### config.mk
export PLATFORM = sky130hd
export DESIGN_NAME = lm07_spi_master
export DESIGN_NICKNAME = d
export VERILOG_FILES = /design/src/rtl/lm07_spi_master.sv
export SDC_FILE = /design/constraint.sdc
export NUM_CORES = 1
export LEC_CHECK = 0
export ABC_AREA = 1
export CAP_MARGIN = 10
export CORE_UTILIZATION = 30
export DETAILED_ROUTE_END_ITERATION = 8
export PLACE_DENSITY = 0.58
export SETUP_SLACK_MARGIN = 0.05
export SKIP_CTS_REPAIR_TIMING = 1
export SLEW_MARGIN = 40
export SYNTH_ARGS = -nofsm -noshare
export SYNTH_HDL_FRONTEND = slang
export SYNTH_SLANG_ARGS = --single-unit
### constraint.sdc
create_clock -name sysclk_i -period 2.6 [get_ports sysclk_i]
set_input_delay 0.52 -clock sysclk_i [delete_from_list [all_inputs] [get_ports sysclk_i]]
set_output_delay 0.52 -clock sysclk_i [all_outputs]
set_load 0.01 [all_outputs]
### src/rtl/lm07_spi_master.sv
// lm07_spi_master: reads one 16-bit word from an LM07-family temperature sensor
// over its read-only 3-wire interface (CS, SCK, SIO). The word is presented raw,
// as a 0.0625 C signed code, as a signed integer degree C value, and as status bits.
module lm07_spi_master #(
  parameter int CLK_DIV  = 2,  // SYSCLK cycles per SCK half-period
  parameter int CS_SETUP = 2,  // CS fall to start of first SCK low phase
  parameter int CS_HOLD  = 2   // last SCK fall to CS rise
) (
  input  logic        sysclk_i,
  input  logic        rst_i,
  input  logic        start_i,
  input  logic        sio_i,
  output logic        cs_o,
  output logic        sck_o,
  output logic        busy_o,
  output logic        valid_o,
  output logic [15:0] raw_o,
  output logic [12:0] temp_o,
  output logic [8:0]  degc_o,
  output logic [2:0]  status_o
);

  // One phase counter serves SETUP, SHIFT and HOLD, so it is sized for the longest.
  localparam int PMAX0 = (CLK_DIV > CS_SETUP) ? CLK_DIV : CS_SETUP;
  localparam int PMAX  = (PMAX0 > CS_HOLD) ? PMAX0 : CS_HOLD;
  localparam int PW    = (PMAX > 1) ? $clog2(PMAX) : 1;

  localparam logic [PW-1:0] DIV_LAST   = PW'(CLK_DIV - 1);
  localparam logic [PW-1:0] SETUP_LAST = PW'(CS_SETUP - 1);
  localparam logic [PW-1:0] HOLD_LAST  = PW'(CS_HOLD - 1);

  typedef enum logic [1:0] {IDLE, SETUP, SHIFT, HOLD} state_t;

  state_t          state_q, state_d;
  logic [PW-1:0]   ph_q, ph_d;
  logic [3:0]      bit_q, bit_d;
  logic [15:0]     sr_q, sr_d;
  logic [15:0]     raw_q, raw_d;
  logic            cs_q, cs_d;
  logic            sck_q, sck_d;
  logic            busy_q, busy_d;
  logic            valid_q, valid_d;

  // State and datapath registers; reset aborts any transfer without a VALID.
  always_ff @(posedge sysclk_i) begin
    if (rst_i) begin
      state_q <= IDLE;
      ph_q    <= '0;
      bit_q   <= '0;
      sr_q    <= '0;
      raw_q   <= '0;
      cs_q    <= 1'b1;
      sck_q   <= 1'b0;
      busy_q  <= 1'b0;
      valid_q <= 1'b0;
    end else begin
      state_q <= state_d;
      ph_q    <= ph_d;
      bit_q   <= bit_d;
      sr_q    <= sr_d;
      raw_q   <= raw_d;
      cs_q    <= cs_d;
      sck_q   <= sck_d;
      busy_q  <= busy_d;
      valid_q <= valid_d;
    end
  end

  // Next-state: CS setup, 16 SCK periods sampling on each rising edge, CS hold.
  always_comb begin
    state_d = state_q;
    ph_d    = ph_q;
    bit_d   = bit_q;
    sr_d    = sr_q;
    raw_d   = raw_q;
    cs_d    = cs_q;
    sck_d   = sck_q;
    busy_d  = busy_q;
    valid_d = 1'b0;
    case (state_q)
      IDLE: begin
        if (start_i) begin
          state_d = SETUP;
          cs_d    = 1'b0;
          busy_d  = 1'b1;
          sck_d   = 1'b0;
          ph_d    = '0;
          bit_d   = '0;
        end
      end
      SETUP: begin
        if (ph_q == SETUP_LAST) begin
          state_d = SHIFT;
          ph_d    = '0;
        end else begin
          ph_d = ph_q + PW'(1);
        end
      end
      SHIFT: begin
        if (ph_q == DIV_LAST) begin
          ph_d = '0;
          if (!sck_q) begin
            // Rising SCK: the sensor has held SIO stable since the previous fall.
            sck_d = 1'b1;
            sr_d  = {sr_q[14:0], sio_i};
          end else begin
            sck_d = 1'b0;
            if (bit_q == 4'd15) state_d = HOLD;
            else                bit_d   = bit_q + 4'd1;
          end
        end else begin
          ph_d = ph_q + PW'(1);
        end
      end
      HOLD: begin
        if (ph_q == HOLD_LAST) begin
          state_d = IDLE;
          ph_d    = '0;
          cs_d    = 1'b1;
          busy_d  = 1'b0;
          valid_d = 1'b1;
          raw_d   = sr_q;
        end else begin
          ph_d = ph_q + PW'(1);
        end
      end
      default: state_d = IDLE;
    endcase
  end

  assign cs_o     = cs_q;
  assign sck_o    = sck_q;
  assign busy_o   = busy_q;
  assign valid_o  = valid_q;
  assign raw_o    = raw_q;
  // All decoded views come from the one RAW register, so they always agree.
  assign temp_o   = raw_q[15:3];
  assign degc_o   = raw_q[15:7];
  assign status_o = raw_q[2:0];

endmodule

==> metrics.md, run 1 <==
| Metric | Value |
|---|---|
| Clk pin slew, worst setup/hold paths | `80 ps` |
| Ant diodes | `0` |
| Skew final | `7.97 ps` |
| CP required | `2780 ps` |
| Hold path cells | `2` |
| Chip height | `81.9 um` |
| Share of the synthesized area in the top cell type | `44.9%` |
| Worst-path cell chain | `inv_1, ha_1, nand3_1, buf_4, clkinv_1, o21ai_0, a21oi_1` |
| Cts bufs inserted | `5` |
| Clk_lat worst skew | `290 ps` |
| Drt wl/cell | `9.97 um` |
| CTS tree | `done` |
| Layout cell share with drive strength beyond 1 | `6.14%` |
| Part of the power in registers | `38.9%` |
| First-pass GRT wire length | `5910 um` |
| Max_cap viols | `0` |
| Die ar. | `6710 um^2` |
| Cell row count | `28` |
| Max VDD drop | `0.573 mV` |
| Max Slew Vio Count | `0` |
| Starting Density | `31.8%` |
| Final setup vio count | `0` |
| NetSw | `716 uW` |
| GRT Total Usage | `11.4%` |
| Gpl congestion | `0.807` |
| Setup TNS | `0 ps` |
| Status | `finished clean` |
| Synth cell count leaders | `dfxtp_1, nand2_1, a21oi_1` |
| CP Class | `reg -> reg` |
| Detail Route Antenna Nets | `0` |
| # DRC | `0` |
| Synth Register Bits | `43` |
| Post-Synthesis Cells | `250` |
| Count leader, synth | `dfxtp_1` |
| Area leader, netlist | `dfxtp_1` |
| Hold crit path type | `reg -> reg` |
| Via count | `1533` |
| Power Dens Cells | `883 nW/um^2` |
| Synth async-reset ratio | `0%` |
| Buf/Inv on CP | `3` |
| Period utilization | `68.2%` |
| GR Overflow Total | `0` |
| Clock sink total | `43` |
| Synth Cell Area | `1920 um^2` |
| Clock power share | `28.4%` |
| Final #Nets | `287` |
| Final Hold Viols | `0` |
| DRT Wirelength | `3510 um` |
| Final HPWL DP | `2530 um` |
| Avg Inst Size Synth | `7.66 um^2` |
| I/O pin total | `49` |
| Vias in the first global route | `1361` |
| Netlist cell types | `19` |
| Part of the power in combinational logic | `32.7%` |
| Lkg Pwr | `0.930 nW` |
| Area Overhead vs Synth | `26.7%` |
| Cell Int Power | `1.43 mW` |
| Seq/Total Area, Yosys | `44.9%` |
| Predominant post-synthesis flop cell | `dfxtp_1` |
| Initial antenna violation count | `0` |
| Fmax | `564 MHz` |
| Maximum root-to-sink buffer count | `2` |
| Max stage delay on crit path | `380 ps` |
| Largest fanout on the critical path | `25` |
| Relative slew slack | `76.1%` |
| Synth top area cells | `dfxtp_1, buf_4, a21oi_1` |
| Syn nets | `261` |
| Cell area after layout | `2430 um^2` |
| Util after Layout | `40.3%` |
| Synth warn | `0` |
| Fillers | `641` |
| CP Launch Type | `flip-flop` |
| Final critical-path required period | `1770 ps` |
| Post-synth EDFFs | `0` |
| Placed cell area | `2290 um^2` |
| Pin count of the biggest net entering global routing | `26` |
| Die width | `81.9 um` |
| Vias per cell | `4.36` |
| CP Depth | `7` |
| Input/output buffers | `48` |
| Core Region | `6030 um^2` |
| Iteration-0 DRC Markers | `44` |
| CP arrival | `1960 ps` |
| CP endpoint kind | `flip-flop` |
| CP delay by family, top | `buffers and inverters` |
| Unrepaired setup endpoints after global routing | `no` |
| Root Driver | `clkbuf_8` |
| Net Sw Frac | `33.4%` |
| Slew @ Worst Pin | `358 ps` |
| Slowest cell on the critical path | `dfxtp_1` |
| Detailed Routing Iterations Pass 1 | `4` |
| H-Tree Depth | `2` |
| Reg2reg path depth | `7` |
## cells in the final DEF, fill, tap and decap left out, drive strengths merged
master | Yosys | routed
o21ai | 33 | 33
inv | 24 | 24
dfxtp | 43 | 43
bufinv | 0 | 2
a21oi | 30 | 30
o211a | 1 | 1
nor2 | 30 | 30
clkinv | 2 | 2
ha | 7 | 7
nand3 | 8 | 8
buf | 29 | 4
nand4 | 2 | 2
or2 | 1 | 1
clkdlybuf4s50 | 0 | 48
nand2 | 36 | 36
clkbuf | 4 | 6
## layer usage
metal | wire [um] | GRT usage, % | vias to the layer above
li1 | - | - | 827
met1 | 1750 | 14.3 | 666
met2 | 1560 | 18.6 | 34
met3 | 153 | 2.67 | 6
met4 | 45 | 4.74 | 0
met5 | 0 | 0 | -
## path summary, 6_finish.rpt
check	start	endpoint	slack, ps
hold reg to reg	sr_q[10]	raw_o[10]	470
setup reg to reg	state_q[0]	sr_q[15]	830
hold / removal	sr_q[10]	raw_o[10]	470
setup / recovery	state_q[0]	sr_q[15]	830
## power by group through the flow
| stage | combinational (mW) | clock, mW | sequential [mW] |
|---|---|---|---|
| 2_1_floorplan | 0.528 | 0 | 0.846 |
| 4_1_cts | 0.707 | 0.623 | 0.835 |
| 6_report | 0.701 | 0.608 | 0.834 |
| 3_3_place_gp | 0.707 | 0 | 0.847 |
| 3_5_place_dp | 0.704 | 0 | 0.850 |
| 5_1_grt | 0.818 | 0.651 | 0.853 |
## sequential cells by signal, indices dropped and copies added (netlist names)
register,count
busy_o,1
bit_q,4
raw_o,16
sr_q,16
sck_o,1
valid_o,1
cs_o,1
ph_q,1
state_q,2
## worst reg2reg max path: cells and delay by family (launching register included)
kind,cells,cell delay [ps]
AO/OA/AOI/OAI,2,260
adder cells (fa/ha/maj),1,290
flip-flops,1,380
AND/OR/NAND/NOR,1,110
buffers and inverters,3,620
## per-stage QoR
stage / setup slack (ps) / total power [mW] / hold slack (ps) / instances
after floorplan: 1190 / 1.37 / 440 / 250
after global placement: 841 / 1.55 / 458 / 344
after detailed placement: 829 / 1.55 / 459 / 344
after CTS: 826 / 2.17 / 471 / 352
after global routing: 590 / 2.32 / 494 / 352
final: 826 / 2.14 / 466 / 352
## area by class of cell
class	instances	area, um^2	share of cell area [%]
clock buffers	6	72.6	2.99
clock inverters	2	60.1	2.47
inverters	26	97.6	4.02
multi-input cells	148	732	30.2
flip-flops and latches	43	861	35.5
well taps	75	93.8	3.87
repair buffers	52	510	21.0
## logic make-up (layout without fill, tap and decap cells)
kind of cell    after synthesis  after routing  synth area share [%]
simple gates                 77             77                  16.7
flops                        43             43                  44.9
fa+ha+maj                     7              7                  4.57
compound gates               64             64                  17.0
buf+inv                      59             86                  16.9
(Power assumes the default switching activity.)
==> run 2, diff against run 1 <==
- clock period: 2.6 -> 1.72 ns (I/O delays scaled with it)
==> run 2 against run 1 <==
  * Clock skew fell by 2.4 ps
  * Non-clock buffer count rose by 2
  * Via count rose by 2.5%
  * Cell count rose by 0.57%
  * Worst hold slack got worse by 0.57 ps
  * Flip-flop and latch count did not move
  * Clock-buffer cell count did not move
  * Combinational power rose by 55%
  * Sequential power rose by 51%
  * Routed wire length rose by 4.6%
  * Die area did not move
  * Critical path type is now reg -> out
  * Largest cell class unchanged
  * Largest power group unchanged
  * Highest routed layer unchanged
==> metrics.md, run 2 (synthesis gave the netlist of run 1 again) <==
| Metric | Value |
|---|---|
| CP required | `1380 ps (-1400 ps)` |
| Reg2reg path depth | `8 (+1)` |
| Clk pin slew, worst setup/hold paths | `80 ps (about the same)` |
| Relative slew slack | `81.6% (+5.5 points)` |
| Met3 GRT Util | `2.67% (unchanged)` |
| Gpl congestion | `0.809 (+0.28%)` |
| Net Sw Frac | `37.0% (+3.6 points)` |
| Cts bufs inserted | `5 (unchanged)` |
| Most frequent cells in the layout | `clkdlybuf4s50_1, dfxtp_1, nand2_1` |
| GR Overflow Total | `0 (unchanged)` |
| Met2 GRT Util | `19.3% (+0.74 points)` |
| Initial antenna violation count | `0 (unchanged)` |
| Final setup vio count | `0 (unchanged)` |
| Util after Layout | `39.9% (-0.37 points)` |
| Final Hold Viols | `0 (unchanged)` |
| Lkg Pwr | `0.932 nW (+0.17%)` |
| Unrepaired setup endpoints after global routing | `yes` |
| Worst-path cell chain | `clkdlybuf4s50_1` |
| Maximum root-to-sink buffer count | `2 (unchanged)` |
| Cell Int Power | `1.87 mW (+31%)` |
| Die width | `81.9 um (unchanged)` |
| Detailed Routing Iterations Pass 1 | `4 (unchanged)` |
| Part of the power in combinational logic | `36.5% (+3.8 points)` |
| Slowest cell on the critical path | `clkdlybuf4s50_1` |
| Input/output buffers | `48 (unchanged)` |
| Vias in the first global route | `1398 (+2.7%)` |
| Final #Nets | `289 (+0.70%)` |
| Met1 Use GR | `15.2% (+0.95 points)` |
| Max VDD drop | `0.731 mV (+28%)` |
| Largest fanout on the critical path | `4 (-84%)` |
| Max Slew Vio Count | `0 (unchanged)` |
| Cell row count | `28 (unchanged)` |
| H-Tree Depth | `2 (unchanged)` |
| Core Region | `6030 um^2 (unchanged)` |
| CP arrival | `1230 ps (-730 ps)` |
| Gr busiest metal | `met2` |
| Starting Density | `31.8% (unchanged)` |
| Tot Pwr | `2.98 mW (+39%)` |
| I/O pin total | `49 (unchanged)` |
| Hold path cells | `2 (unchanged)` |
| Status | `finished clean` |
| DRT Wirelength | `3670 um (+4.6%)` |
| CP endpoint kind | `output port` |
| Max stage delay on crit path | `550 ps (+170 ps)` |
| GRT Total Usage | `12.2% (+0.82 points)` |
| FF-to-FF setup slack | `220 ps (-610 ps)` |
| First-pass GRT wire length | `6200 um (+4.9%)` |
| Via count | `1571 (+2.5%)` |
| Fmax | `635 MHz` |
| Part of the power in registers | `42.3% (+3.4 points)` |
| Iteration-0 DRC Markers | `103 (+130%)` |
| Layout cell share with drive strength beyond 1 | `7.53% (+1.4 points)` |
| Final HPWL DP | `2620 um (+3.6%)` |
| Skew final | `5.61 ps (-2.37 ps)` |
| Vias per cell | `4.44 (+1.9%)` |
| Max_cap viols | `0 (unchanged)` |
| CP Depth | `1 (-6)` |
| Power Dens Cells | `1240 nW/um^2 (+40%)` |
| CTS tree | `done` |
| Clk_lat worst skew | `300 ps (about the same)` |
| Root Driver | `clkbuf_8` |
| Final critical-path required period | `1570 ps` |
| CP Class | `reg -> out` |
| Hold crit path type | `reg -> reg` |
| Chip height | `81.9 um (unchanged)` |
| Period utilization | `91.5%` |
| Area Overhead vs Synth | `25.5%` |
| Die ar. | `6710 um^2 (unchanged)` |
| NetSw | `1.10 mW (+54%)` |
| Buf/Inv on CP | `1 (-2)` |
| Clock sink total | `43 (unchanged)` |
| CP delay by family, top | `buffers and inverters` |
| # DRC | `0 (unchanged)` |
| Slew @ Worst Pin | `276 ps (-82.6 ps)` |
| Setup TNS | `0 ps (unchanged)` |
| Ant diodes | `0 (unchanged)` |
| Detail Route Antenna Nets | `0 (unchanged)` |
| Clock power share | `21.2% (-7.2 points)` |
| Pin count of the biggest net entering global routing | `26 (unchanged)` |
| Fillers | `646 (+0.78%)` |
| Most common cell after layout, fill and taps aside | `clkdlybuf4s50_1` |
| Drt wl/cell | `10.4 um (+4.0%)` |
| CP Launch Type | `flip-flop` |
-- run 2: power groups by stage --
stage / registers, mW / logic (mW) / clock network (mW)
2_1_floorplan: 1.28 / 0.798 / 0
3_3_place_gp: 1.28 / 1.07 / 0
3_5_place_dp: 1.28 / 1.07 / 0
4_1_cts: 1.26 / 1.08 / 0.660
5_1_grt: 1.28 / 1.26 / 0.711
6_report: 1.26 / 1.09 / 0.632
-- run 2: metal layers --
layer / routed length [um] / up-vias
met5: 0 / -
met4: 80 / 0
met3: 161 / 7
met2: 1640 / 36
met1: 1790 / 697
li1: - / 831
-- run 2: cell type report --
class	instances	area (um^2)	area share (%)
clock inverters	2	12.5	0.520
flip-flops and latches	43	861	35.8
clock buffers	6	72.6	3.02
inverters	26	100	4.16
well taps	75	93.8	3.90
multi-input cells	148	737	30.6
repair buffers	54	528	22.0
-- run 2: final timing paths --
check,from,end
hold / removal,sr_q[8],raw_o[8]
setup reg to reg,state_q[0],bit_q[3]
setup / recovery,raw_o[14],temp_o[11]
hold reg to reg,sr_q[8],raw_o[8]
-- run 2: through the flow --
step	cells	setup WS [ps]	hold WS [ps]	area (um^2)
6_report	354	145	466	2400
4_1_cts	354	120	469	2390
3_5_place_dp	346	116	458	2310
5_1_grt	354	35.9	489	2400
3_3_place_gp	346	142	455	2310
2_1_floorplan	250	313	440	1920
==> run 3, diff against run 2 <==
- clock period: 1.72 -> 2 ns (I/O delays scaled with it)
==> run 3 against run 2 <==
  * Critical path type unchanged
  * Total power shrank 6.3%
  * Via count grew 0.57%
  * Sequential power shrank 13%
  * Clock-buffer cell count is the same
  * Clock skew grew 1.1 ps
  * Critical path depth is the same
  * Utilization grew 0.37 points
  * Flip-flop and latch count is the same
  * Combinational power shrank 16%
  * Clock power grew 25%
  * First-iteration DRC count shrank 41%
==> metrics.md, run 3 (synthesis gave the netlist of run 1 again) <==
| Metric | Value |
|---|---|
| Skew final | `6.71 ps (+1.10 ps)` |
| Status | `finished clean` |
| Max_cap viols | `0 (unchanged)` |
| Unrepaired setup endpoints after global routing | `no` |
| Iteration-0 DRC Markers | `61 (-41%)` |
| Final critical-path required period | `1620 ps` |
| Most frequent cells in the layout | `clkdlybuf4s50_1, dfxtp_1, nand2_1` |
| Part of the power in combinational logic | `32.8% (-3.7 points)` |
| CP Launch Type | `flip-flop` |
| Max VDD drop | `0.678 mV (-7.2%)` |
| Die ar. | `6710 um^2 (unchanged)` |
| GR Overflow Total | `0 (unchanged)` |
| Detail Route Antenna Nets | `0 (unchanged)` |
| Initial antenna violation count | `0 (unchanged)` |
| Chip height | `81.9 um (unchanged)` |
| Starting Density | `31.8% (unchanged)` |
| Final HPWL DP | `2520 um (-3.9%)` |
| Largest fanout on the critical path | `4 (unchanged)` |
| Power Dens Cells | `1150 nW/um^2 (-7.2%)` |
| Cell Int Power | `1.86 mW (-1.0%)` |
| Clock sink total | `43 (unchanged)` |
| Hold crit path type | `reg -> reg` |
| Maximum root-to-sink buffer count | `2 (unchanged)` |
| CP required | `1600 ps (+220 ps)` |
| GRT Total Usage | `11.5% (-0.68 points)` |
| Cell row count | `28 (unchanged)` |
| CTS tree | `done` |
| Worst-path cell chain | `clkdlybuf4s50_1` |
| Drt wl/cell | `10.1 um (-2.4%)` |
| Buf/Inv on CP | `1 (unchanged)` |
| Net Sw Frac | `33.4% (-3.6 points)` |
| Clock power share | `28.2% (+7.0 points)` |
| Gr busiest metal | `met2` |
| Vias in the first global route | `1389 (-0.64%)` |
| First-pass GRT wire length | `5980 um (-3.6%)` |
| Lkg Pwr | `0.930 nW (-0.24%)` |
| NetSw | `932 uW (-15%)` |
| H-Tree Depth | `2 (unchanged)` |
| Layout cell share with drive strength beyond 1 | `6.14% (-1.4 points)` |
| Met3 GRT Util | `3.67% (+1.0 points)` |
| Clk pin slew, worst setup/hold paths | `80 ps (about the same)` |
| Part of the power in registers | `39.0% (-3.3 points)` |
| Fillers | `638 (-1.2%)` |
| Max stage delay on crit path | `550 ps (about the same)` |
| Detailed Routing Iterations Pass 1 | `4 (unchanged)` |
| Gpl congestion | `0.807 (-0.28%)` |
| Core Region | `6030 um^2 (unchanged)` |
| Root Driver | `clkbuf_8` |
| Cts bufs inserted | `5 (unchanged)` |
| CP endpoint kind | `output port` |
| CP delay by family, top | `buffers and inverters` |
| Area Overhead vs Synth | `26.7%` |
| Relative slew slack | `74.5% (-7.1 points)` |
| Input/output buffers | `48 (unchanged)` |
| Ant diodes | `0 (unchanged)` |
| Final #Nets | `287 (-0.69%)` |
| Fmax | `616 MHz` |
| I/O pin total | `49 (unchanged)` |
| Slowest cell on the critical path | `clkdlybuf4s50_1` |
| Slew @ Worst Pin | `381 ps (+106 ps)` |
| Die width | `81.9 um (unchanged)` |
| Final Hold Viols | `0 (unchanged)` |
| CP Class | `reg -> out` |
| Met2 GRT Util | `19.3% (-0.083 points)` |
| Via count | `1580 (+0.57%)` |
| # DRC | `0 (unchanged)` |
| Vias per cell | `4.49 (+1.1%)` |
| Final setup vio count | `0 (unchanged)` |
| Max Slew Vio Count | `0 (unchanged)` |
| Pin count of the biggest net entering global routing | `33 (+27%)` |
| CP arrival | `1220 ps (about the same)` |
| Clk_lat worst skew | `290 ps (about the same)` |
| Period utilization | `81.1%` |
| DRT Wirelength | `3570 um (-2.9%)` |
| Most common cell after layout, fill and taps aside | `clkdlybuf4s50_1` |
| Setup TNS | `0 ps (unchanged)` |
| Util after Layout | `40.3% (+0.37 points)` |
| Met1 Use GR | `13.9% (-1.3 points)` |
## run 3: through the flow
stage / std cells / hold WS [ps] / area [um^2] / worst slack [ps] / power (mW)
after floorplan: 250 / 440 / 1920 / 593 / 1.79
after global placement: 344 / 458 / 2290 / 355 / 2.01
after detailed placement: 344 / 456 / 2290 / 332 / 2.03
after CTS: 352 / 462 / 2430 / 360 / 2.82
after global routing: 352 / 490 / 2430 / 263 / 3.02
final: 352 / 458 / 2430 / 378 / 2.79
## run 3: power groups by stage
stage	clock network [mW]	registers, mW	logic (mW)
floorplan	0	1.10	0.686
global placement	0	1.10	0.909
detailed placement	0	1.11	0.920
CTS	0.808	1.09	0.922
global route	0.844	1.10	1.07
finish	0.787	1.09	0.914
## run 3: cell type report
cell class | instances | area [um^2] | area share [%]
clock buffers | 6 | 72.6 | 2.99
clock inverters | 2 | 60.1 | 2.47
inverters | 26 | 97.6 | 4.02
multi-input cells | 148 | 732 | 30.2
flip-flops and latches | 43 | 861 | 35.5
well taps | 75 | 93.8 | 3.87
repair buffers | 52 | 510 | 21.0
## run 3: worst paths after layout
path,depth (start not counted),startpoint,slack (ps),endpoint
max,1,raw_o[9],380,raw_o[9]
min,2,sr_q[9],460,raw_o[9]
max reg2reg,6,state_q[0],410,sr_q[15]
min reg2reg,2,sr_q[9],460,raw_o[9]
## run 3: per-layer routing
layer | up-vias | part of all wire (%) | wire length, um
li1 | 829 | - | -
met1 | 713 | 49 | 1750
met2 | 34 | 46 | 1630
met3 | 4 | 4.4 | 158
met4 | 0 | 0.81 | 29
met5 | - | 0 | 0
## run 3: worst register-to-register path: stages (launching register included)
cell      delay, ps
dfxtp_1         390
inv_1           110
ha_1            300
nand3_1         160
clkinv_1        250
o21ai_0         220
a21oi_1          50
